==> src/rtl/ahb_arb_pkg.sv <==
// Shared AHB encodings and burst-length helper for the output-port arbiter.
// Used by ahb_out_arb and ahb_arb_burst_cnt.
package ahb_arb_pkg;

   typedef enum logic [1:0] {
      HT_IDLE   = 2'b00,
      HT_BUSY   = 2'b01,
      HT_NONSEQ = 2'b10,
      HT_SEQ    = 2'b11
   } htrans_e;

   typedef enum logic [2:0] {
      HB_SINGLE = 3'd0,
      HB_INCR   = 3'd1,
      HB_WRAP4  = 3'd2,
      HB_INCR4  = 3'd3,
      HB_WRAP8  = 3'd4,
      HB_INCR8  = 3'd5,
      HB_WRAP16 = 3'd6,
      HB_INCR16 = 3'd7
   } hburst_e;

   // Beats still to come after the NONSEQ and the next beat (L-2).
   function automatic logic [3:0] burst_remain(input hburst_e b,
                                               input logic [3:0] incr_rem);
      case (b)
         HB_WRAP4, HB_INCR4:   return 4'd2;
         HB_WRAP8, HB_INCR8:   return 4'd6;
         HB_WRAP16, HB_INCR16: return 4'd14;
         HB_INCR:              return incr_rem;
         default:              return 4'd0;
      endcase
   endfunction

endpackage

==> src/rtl/ahb_arb_burst_cnt.sv <==
// Burst tracker: remaining beats, hold flag and early-INCR counter.
// Exposes the next-state hold used to freeze arbitration.
module ahb_arb_burst_cnt
   import ahb_arb_pkg::*;
#(
   parameter int INCR_BEATS       = 4,
   parameter int EARLY_INCR_LIMIT = 1
) (
   input  logic       HCLK,
   input  logic       HRESET,
   input  logic       HREADYM,
   input  logic       HSELM,
   input  logic [1:0] HTRANSM,
   input  logic [2:0] HBURSTM,
   output logic       hold_nxt_o
);

   localparam logic [3:0] INCR_REM  = 4'(INCR_BEATS - 2);
   localparam logic [1:0] EARLY_LIM = 2'(EARLY_INCR_LIMIT);

   logic [3:0] remain_q, remain_d;
   logic       hold_q, hold_d;
   logic [1:0] early_q, early_d;
   htrans_e    trans;
   hburst_e    burst;

   assign trans = htrans_e'(HTRANSM);
   assign burst = hburst_e'(HBURSTM);

   always_comb begin
      remain_d = remain_q;
      hold_d   = hold_q;
      if (!HSELM || trans == HT_IDLE) begin
         remain_d = '0;
         hold_d   = 1'b0;
      end else begin
         case (trans)
            HT_NONSEQ: begin
               remain_d = burst_remain(burst, INCR_REM);
               hold_d   = (burst != HB_SINGLE);
               // Repeatedly cut-short INCRs lose their hold.
               if (burst == HB_INCR && early_q == EARLY_LIM) begin
                  remain_d = '0;
                  hold_d   = 1'b0;
               end
            end
            HT_SEQ: begin
               if (remain_q != 4'd0) remain_d = remain_q - 4'd1;
               else                  hold_d   = 1'b0;
            end
            default: ;
         endcase
      end
   end

   always_comb begin
      early_d = early_q;
      if (!hold_d)
         early_d = '0;
      else if (trans == HT_NONSEQ && hold_q && early_q != 2'd3)
         early_d = early_q + 2'd1;
   end

   always_ff @(posedge HCLK) begin
      if (HRESET) begin
         remain_q <= '0;
         hold_q   <= 1'b0;
         early_q  <= '0;
      end else if (HREADYM) begin
         remain_q <= remain_d;
         hold_q   <= hold_d;
         early_q  <= early_d;
      end
   end

   assign hold_nxt_o = hold_d;

endmodule

==> src/rtl/ahb_out_arb.sv <==
// Round-robin arbiter for one shared AHB output port with burst hold.
// Optional hi_pri QoS input enabled by AHB_OUT_ARB_QOS_EN.
module ahb_out_arb
   import ahb_arb_pkg::*;
#(
   parameter int NUM_PORTS        = 4,
   parameter int INCR_BEATS       = 4,
   parameter int EARLY_INCR_LIMIT = 1,
   localparam int PORT_W = (NUM_PORTS > 2) ? $clog2(NUM_PORTS) : 1
) (
   input  logic                 HCLK,
   input  logic                 HRESET,
   input  logic [NUM_PORTS-1:0] req_port,
`ifdef AHB_OUT_ARB_QOS_EN
   input  logic [NUM_PORTS-1:0] hi_pri,
`endif
   input  logic                 HREADYM,
   input  logic                 HSELM,
   input  logic [1:0]           HTRANSM,
   input  logic [2:0]           HBURSTM,
   input  logic                 HMASTLOCKM,
   output logic [PORT_W-1:0]    addr_in_port,
   output logic [NUM_PORTS-1:0] addr_in_port_oh,
   output logic                 no_port
);

   logic [PORT_W-1:0]    addr_q, addr_d;
   logic                 no_port_q, no_port_d;
   logic                 np_eff, idx_ok, hold_nxt;
   logic [NUM_PORTS-1:0] hp_mask;
   logic                 f_rr, f_hp;
   logic [PORT_W-1:0]    i_rr, i_hp;

`ifdef AHB_OUT_ARB_QOS_EN
   assign hp_mask = hi_pri;
`else
   assign hp_mask = '0;
`endif

   ahb_arb_burst_cnt #(
      .INCR_BEATS       (INCR_BEATS),
      .EARLY_INCR_LIMIT (EARLY_INCR_LIMIT)
   ) u_cnt (
      .HCLK       (HCLK),
      .HRESET     (HRESET),
      .HREADYM    (HREADYM),
      .HSELM      (HSELM),
      .HTRANSM    (HTRANSM),
      .HBURSTM    (HBURSTM),
      .hold_nxt_o (hold_nxt)
   );

   // First requester in lowest-index order, or round-robin after c.
   function automatic logic [PORT_W:0] pick(input logic [NUM_PORTS-1:0] m,
                                            input logic np,
                                            input logic [PORT_W-1:0] c);
      logic              found;
      logic [PORT_W-1:0] idx;
      int                j;
      found = 1'b0;
      idx   = '0;
      for (int k = 0; k < NUM_PORTS; k++) begin
         j = np ? k : (int'(c) + 1 + k) % NUM_PORTS;
         if (!found && m[j] && (np || j != int'(c))) begin
            found = 1'b1;
            idx   = PORT_W'(j);
         end
      end
      return {found, idx};
   endfunction

   always_comb begin
      idx_ok = 1'b0;
      for (int i = 0; i < NUM_PORTS; i++)
         if (addr_q == PORT_W'(i)) idx_ok = 1'b1;
   end

   assign np_eff = no_port_q | ~idx_ok;

   always_comb begin
      {f_hp, i_hp} = pick(req_port & hp_mask, np_eff, addr_q);
      {f_rr, i_rr} = pick(req_port, np_eff, addr_q);
      no_port_d = 1'b1;
      addr_d    = addr_q;
      if (f_hp) begin
         no_port_d = 1'b0;
         addr_d    = i_hp;
      end else if (f_rr) begin
         no_port_d = 1'b0;
         addr_d    = i_rr;
      end else if (!np_eff && HSELM) begin
         no_port_d = 1'b0;
      end
   end

   always_ff @(posedge HCLK) begin
      if (HRESET) begin
         no_port_q <= 1'b1;
         addr_q    <= '0;
      end else if (HREADYM && !(HMASTLOCKM || hold_nxt)) begin
         no_port_q <= no_port_d;
         addr_q    <= addr_d;
      end
   end

   always_comb begin
      addr_in_port_oh = '0;
      for (int i = 0; i < NUM_PORTS; i++)
         addr_in_port_oh[i] = !np_eff && (addr_q == PORT_W'(i));
   end

   assign addr_in_port = addr_q;
   assign no_port      = np_eff;

endmodule

==> config.mk <==
export PLATFORM = sky130hd
export DESIGN_NAME = ahb_out_arb
export DESIGN_NICKNAME = d
export VERILOG_FILES = /design/src/rtl/ahb_arb_pkg.sv /design/src/rtl/ahb_arb_burst_cnt.sv /design/src/rtl/ahb_out_arb.sv
export SDC_FILE = /design/constraint.sdc
export NUM_CORES = 1
export LEC_CHECK = 0
export BUFFER_PORTS_ARGS = -buffer_cell sky130_fd_sc_hd__buf_2
export CAP_MARGIN = 10
export CELL_PAD_IN_SITES_DETAIL_PLACEMENT = 1
export CELL_PAD_IN_SITES_GLOBAL_PLACEMENT = 2
export CORE_MARGIN = 10
export CORE_UTILIZATION = 26
export CTS_CLUSTER_SIZE = 25
export DETAILED_ROUTE_END_ITERATION = 8
export PLACE_DENSITY_LB_ADDON = 0.15
export SETUP_SLACK_MARGIN = 0.15
export SKIP_CTS_REPAIR_TIMING = 1
export SLEW_MARGIN = 20
export SYNTH_ARGS = -nofsm -noshare
export SYNTH_HDL_FRONTEND = slang
export SYNTH_SLANG_ARGS = --single-unit
==> constraint.sdc <==
create_clock -name HCLK -period 7.96 [get_ports HCLK]
set_clock_uncertainty 0.1 [all_clocks]
set_input_delay 0.398 -clock HCLK [delete_from_list [all_inputs] [get_ports HCLK]]
set_output_delay 0.398 -clock HCLK [all_outputs]
set_load 0.02 [all_outputs]
==> results of run 1 <==
## logic make-up (layout without fill, tap and decap cells)
logic type | Yosys count | in the layout | share of synthesized area (%)
AO/OA/AOI/OAI | 40 | 40 | 26.83
multiplexers | 4 | 4 | 3.956
flip-flops | 10 | 10 | 19.78
AND/OR/NAND/NOR | 56 | 56 | 30.16
buffers and inverters | 15 | 33 | 6.674
adder cells (fa/ha/maj) | 9 | 9 | 10.88
XOR/XNOR | 2 | 2 | 1.731
## flip-flops by register name, summed over array words and instances (netlist names)
signal / count
u_cnt.early_q: 2
u_cnt.hold_q: 1
no_port_q: 1
addr_in_port: 2
u_cnt.remain_q: 4
## cell type report
| cell class | count | area (um^2) |
|---|---|---|
| fill | 497 | 2532 |
| timing repair buffer | 20 | 100.1 |
| multi-input combinational | 111 | 744.5 |
| tap | 48 | 60.06 |
| clock buffer | 3 | 41.29 |
| inverter | 10 | 37.54 |
| sequential | 10 | 200.2 |
## placed cells by master (no fill, tap or decap), types with 2 or more instances in the layout
master,instances
sky130_fd_sc_hd__inv_1,9
sky130_fd_sc_hd__clkbuf_8,3
sky130_fd_sc_hd__and3_1,2
sky130_fd_sc_hd__ha_1,8
sky130_fd_sc_hd__a21oi_1,7
sky130_fd_sc_hd__nand3_1,2
sky130_fd_sc_hd__buf_2,20
sky130_fd_sc_hd__dfxtp_1,10
sky130_fd_sc_hd__mux2i_1,4
sky130_fd_sc_hd__o21ai_1,4
sky130_fd_sc_hd__nor3_1,6
sky130_fd_sc_hd__nor2b_1,8
sky130_fd_sc_hd__nand2b_1,5
sky130_fd_sc_hd__nand2_1,8
sky130_fd_sc_hd__or3_1,2
sky130_fd_sc_hd__or4_1,2
sky130_fd_sc_hd__nor2_1,13
sky130_fd_sc_hd__a31oi_1,5
sky130_fd_sc_hd__o21ai_0,7
sky130_fd_sc_hd__nor3b_1,3
## report_power, final
group	leakage [nW]	switching, mW	total [mW]	internal (mW)
registers	0.0817	0.00567	0.0584	0.0527
clock network	0.0216	0.0189	0.0520	0.0331
logic	0.388	0.0266	0.0459	0.0193
## layer usage
| metal | global-route usage, % | wire (um) |
|---|---|---|
| met1 | 12.24 | 1475 |
| met2 | 13.92 | 1319 |
| met3 | 3.240 | 154 |
| met4 | 1.020 | 0 |
| met5 | 0 | 0 |
## final timing paths
path,from,to,slack (ns),depth (start not counted)
hold / removal,HREADYM,u_cnt.hold_q$_SDFFE_PP0P_,0.36,3
setup reg to reg,addr_in_port[0]$_SDFFE_PP0P_,addr_in_port[0]$_SDFFE_PP0P_,4.91,8
hold reg to reg,u_cnt.remain_q[1]$_SDFFE_PP0P_,u_cnt.remain_q[1]$_SDFFE_PP0P_,0.39,2
setup / recovery,addr_in_port[0]$_SDFFE_PP0P_,addr_in_port[0]$_SDFFE_PP0P_,4.91,8
## stage by stage
step | hold slack (ns) | area (um^2) | std cells | setup WS [ns]
6_report | 0.3648 | 1184 | 202 | 4.910
3_3_place_gp | 0.3843 | 1142 | 199 | 5.054
2_1_floorplan | 0.3636 | 1012 | 136 | 5.200
4_1_cts | 0.3610 | 1184 | 202 | 4.911
5_1_grt | 0.3900 | 1184 | 202 | 4.728
3_5_place_dp | 0.3854 | 1142 | 199 | 4.933
## worst reg2reg max path, delay by kind of cell (launching register included)
family          cells  cell delay [ns]
compound gates      3             0.75
fa+ha+maj           1             0.45
simple gates        3             0.85
flops               1             0.67
buf+inv             1             0.14
==> results by stage, run 1 <==
Outcome:
- The run finished with clean final reports.

Clock tree:
- After clock tree synthesis, the clock-pin slew on the worst setup and hold paths is 0.05 ns.
- The clock drives 10 sinks.
- The CTS tree is built.
- The buffer levels on the longest clock path is 2.
- At the later pin of the worst-skew pair, clock insertion delay measures roughly 0.23 ns.
- The root buffer cell chosen for the clock tree is sky130_fd_sc_hd__clkbuf_8.
- The number of buffers created by CTS is 3.
- CTS built an H-tree with a depth of 1.

Critical path:
- The sort of element at the end of the critical path is a flop.
- The critical path in this run is classified as reg -> reg.
- The data arrival time of the worst path is 3.09 ns.
- Along the worst path, the maximum fanout reaches 15.
- On the critical path, the stage with the largest delay is an instance of sky130_fd_sc_hd__dfxtp_1.
- For this run, the slowest stage of the critical path takes 0.67 ns.
- Traced cell by cell, the critical path runs through inv_2, ha_1, or3_1, o22a_1, nand3_2, or4_1, a311o_1, o32ai_2.
- Together, buffers and inverters on the worst path number 1.
- Broken down by cell family, the worst path's largest delay share belongs to simple AND/OR/NAND/NOR gates.
- The kind of start point of the critical path is a flop.
- STA puts the critical path data required time at 8.00 ns.

Logic synthesis:
- The average instance in the mapped netlist occupies about 7.4 um^2.
- In the synthesized netlist, the cells that appear most often are 13 x sky130_fd_sc_hd__nor2_1, 10 x sky130_fd_sc_hd__dfxtp_1, 9 x sky130_fd_sc_hd__inv_1.
- The most used flip-flop cell after synthesis is sky130_fd_sc_hd__dfxtp_1.
- The flip-flop and latch count after synthesis is 10.
- In this run, distinct cell masters in the synthesized netlist total 47.
- The synthesized net count is 158.
- The synthesized cell area is 1012 um^2.
- The post-synthesis async set-or-reset flop share is 0%.
- Of the synthesized area, sequential elements account for 19.78%.
- Summed over all instances, the cell type with the most area after synthesis is sky130_fd_sc_hd__dfxtp_1.
- The most frequent cell after synthesis is sky130_fd_sc_hd__nor2_1.
- The fraction of post-synthesis cell area in the top cell type by area is 19.78%.
- In the post-synthesis netlist, the biggest area contributors are sky130_fd_sc_hd__dfxtp_1 20%, sky130_fd_sc_hd__ha_1 9.9%, sky130_fd_sc_hd__nor2b_1 4.9%.
- The Yosys step of the flow raised 0 warnings.
- The number of synthesized flops with an enable pin is 0.
- The gate count of the mapped netlist is 136.

Die:
- The floorplan step defined a die boundary enclosing 6789 um^2.
- From bottom edge to top edge, the die measures about 82 um.
- Once the floorplan was initialized, standard cells occupied 27.24% of the core.
- In this run the standard cell core region covers 3716 um^2.
- The die is a little over 80 um wide.
- 21 I/O pins were placed.
- The floorplan has 22 rows.

Global routing:
- The initial antenna violation count is 0.
- The number of global-route vias before repair was roughly 1000.
- The aggregate global-route resource usage is 9.081%.
- The total overflow left after global routing is 0.
- The first global-routing pass estimated 5023 um of wire.
- Entering global routing, the biggest net connects 21 pins.

Place:
- During placement, the flow inserted port buffers numbering 20.
- The final estimated routing congestion in global placement is 0.7559.
- The HPWL after detailed placement is 2291 um.

Route:
- The average vias per placed instance is 5.158.
- The total wire length is ~2900 um.
- The overall via count from detail_route is 1042.
- The number of antenna-violating nets in the routed design is 0.
- The average wire per cell in the routed design is 14.60 um.
- The detailed-routing iteration count for the pre-antenna-repair pass is 4.
- For this run, design rule violations remaining after detail routing come to 0.
- After the first detailed-routing iteration, the DRC count stood at 69.

STA:
- Setup repair after global routing left no endpoint under its margin.
- The final count of hold timing violations is 0.
- The max-slew violation count was 0.
- The transition time at the pin with the least slew margin is 0.6598 ns.
- Headroom to the max-slew limit came out at 55.95%.
- The maximum clock frequency is 327.9 MHz.
- The clock period minus worst slack is 3.050 ns.
- The setup TNS after final layout is 0 ns.
- The number of endpoints failing setup at the final stage is 0.
- In the finished design, the share of the clock period the worst path needs comes to 38.31%.

Cells and area:
- The ratio of cells with drive above 1 in the final layout is 18.83%.
- The post-route core utilization is 31.85%.
- From synthesis to final layout, the design area changed by 16.93%.
- The antenna diode instance count is 0.
- For this run, the post-layout net count is 178.

Pwr:
- The power density over the cells is roughly 130 nW/um^2.
- Across the VDD grid, the largest voltage drop is around 52 uV.
- After layout, the design draws a total of 0.1563 mW.
- For this design the static power due to leakage is 0.4911 nW.

Min path:
- The type of the worst min-delay path is in -> reg.

Flow run:
- The max-cap check violation count is 0.
Note: power is estimated with default switching activity, not from simulation.
==> inputs of run 2 (changes only) <==
- clock period: 7.96 -> 2.55 ns (I/O delays scaled with it)
==> results by stage, run 2 (synthesized netlist as in run 1, its figures left out) <==
Outcome:
- The flow ran to the end, and the final reports show no timing, DRC or antenna violations.

Global routing:
- The largest net degree at the start of global routing is 13.
- The first global-routing pass estimated 5230 um of wire.
- The aggregate global-route resource usage is 9.716%.
- The global route total overflow is 0.
- The initial antenna violation count is 0.
- The number of global-route vias before repair came to 1096.

Critical path:
- The critical path's largest stage delay is 0.53 ns.
- The required arrival time at the worst endpoint is approximately 2.6 ns.
- Among cell families on the critical path, the largest total delay comes from simple AND/OR/NAND/NOR gates.
- The critical path goes through inv_4, ha_4, xor2_2, and3_1, or4_4, a311o_1, o32ai_2.
- The length in cells of the worst reg-to-reg path is 7.
- The sort of element at the end of the critical path is a flop.
- The worst-path maximum fanout is 8.
- At the worst endpoint, the arrival time is between 2 and 2.5 ns.
- The setup path with the least slack is of type reg -> reg.
- STA classifies the critical path startpoint as a flop.
- In this run the number of cells on the critical path is 7.
- The combined buffer and inverter count along the critical path is 1.
- The critical-path cell with the highest stage delay is sky130_fd_sc_hd__or4_4.

Pwr:
- Summing internal, switching and leakage power gives 0.5466 mW.
- IR analysis of the VDD net gives a maximum drop of 172.7 uV.
- Dividing total power by cell area gives a power density of 423.3 nW/um^2.
- For this design the static power due to leakage is 0.5413 nW.

Min path:
- The tightest min-delay check is of the in -> reg type.
- The cell depth of the worst hold path is 3.

Route:
- The detailed router placed between 1000 and 1500 vias in this run.
- The average wire per cell in the routed design is 14.60 um.
- After detailed routing, the number of vias per cell comes to 5.057.
- The number of antenna-violating nets in the routed design is 0.
- The remaining design rule violation count is 0.
- The number of DRC violations after detailed-routing iteration 0 is 53.
- The routed design has between 3000 and 4000 um of wire.
- The detailed-routing iteration count for the pre-antenna-repair pass is 4.

Cells and area:
- More flip-flops sit in one register than any other, and that register is u_cnt.remain_q.
- The post-route netlist has between 20 and 30% of its cells at a drive strength greater than 1.
- Measured on the finished design, the core utilization comes to 34.75%.
- The filler cells instantiated in the layout total 485.
- 0 antenna diodes ended up in the layout.
- The area growth from synthesis to final layout is 27.57%.
- The register with the most flip-flops in the layout has 4 of them.
- The leading cell type in the layout, fill and taps excluded is sky130_fd_sc_hd__buf_2.
- The count of nets after finishing is 185.
- The finished layout holds 210 standard cells, fillers aside.
- The library cells used most frequently in the layout, excluding fill and tap cells, are 20 x sky130_fd_sc_hd__buf_2, 13 x sky130_fd_sc_hd__nor2_1.

Clock tree:
- The maximum level of the CTS H-tree is 1.
- The number of buffers created by CTS is 3.
- Clock tree synthesis selected as its root buffer the cell sky130_fd_sc_hd__clkbuf_8.
- TritonCTS built the clock tree.
- The clock latency at the later pin of the worst-skew pair is ~0.23 ns.
- The register clock-pin slew on the reported worst setup and hold paths is 0.05 ns.
- The number of sinks driven by the clock tree is 10.
- The buffer levels on the longest clock path is 2.

Die:
- 21 I/O pins were placed.
- Measured along the x axis, the die boundary spans 82.40 um.
- The region available for standard cell placement spans 3716 um^2.
- The initial standard-cell utilization of the core is 27.24%.
- The die covers 6789 um^2.
- The vertical extent of the die is 82.40 um.
- Row generation in the floorplan step produced 22 rows.

STA:
- The max-slew violation count is 0.
- The final critical-path share of the clock period is 90.57%.
- The maximum clock frequency is 433.0 MHz.
- The final count of hold timing violations came to 0.
- The number of endpoints failing setup at the final stage is 0.
- In the final timing run, aggregate negative setup slack is 0 ns.
- The smallest clock period supported by the final layout is computed as 2.309 ns.
- The transition time at the pin with the least slew margin is 0.6106 ns.
- Measured against its own limit, the worst slew margin works out to 59.11%.
- Setup repair after global routing could not meet its margin everywhere.

Place:
- The number of buffers added on ports is 20.
- The number of cells after detailed placement is 205.
- The HPWL after detailed placement is 2511 um.
- At the end of routability-driven placement, the weighted congestion stood at 0.7360.

Flow run:
- Max-cap violations in this run came to 0.
run 2: metrics by stage:
stage	hold WS (ns)	setup WS, ns	cell area, um^2
2_1_floorplan	0.1750	0.07637	1040
3_3_place_gp	0.3182	0.1940	1215
3_5_place_dp	0.3389	0.1276	1215
4_1_cts	0.08998	0.1075	1270
5_1_grt	0.08778	0.1039	1291
6_report	0.09220	0.2406	1291
run 2: final cells by class:
type,count,area (um^2),share of cell area (%)
Multi-Input combinational cell,111,778.2,60.27
Sequential cell,10,205.2,15.89
Timing Repair Buffer,27,152.6,11.82
Tap cell,48,60.06,4.651
Clock buffer,4,55.05,4.264
Inverter,10,40.04,3.101
run 2: routing by layer:
metal	share of wire (%)	vias up	routed length [um]	global-route usage [%]
met5	0	-	0	0
met4	0	0	0	1.531
met3	6.5	0	199	3.780
met2	46	17	1397	14.93
met1	48	502	1469	12.72
li1	-	543	-	-
run 2: worst reg2reg max path, delay by kind of cell, from the launching register on:
family,cells,cell delay [ns]
xor+xnor,1,0.18
flops,1,0.36
compound gates,2,0.55
simple gates,2,0.72
buf+inv,1,0.05
fa+ha+maj,1,0.27
run 2: worst paths after layout:
kind / from / to / slack (ns)
worst max register to register: addr_in_port[0]$_SDFFE_PP0P_ / addr_in_port[0]$_SDFFE_PP0P_ / 0.24
worst min-delay path: HREADYM / u_cnt.hold_q$_SDFFE_PP0P_ / 0.09
worst max-delay path: addr_in_port[0]$_SDFFE_PP0P_ / addr_in_port[0]$_SDFFE_PP0P_ / 0.24
worst min register to register: u_cnt.remain_q[1]$_SDFFE_PP0P_ / u_cnt.remain_q[1]$_SDFFE_PP0P_ / 0.39
run 2: power by group:
| group | internal, mW | switching (mW) |
|---|---|---|
| Combinational | 0.0769 | 0.0984 |
| Clock | 0.136 | 0.0625 |
| Sequential | 0.165 | 0.00854 |
| Total | 0.377 | 0.169 |
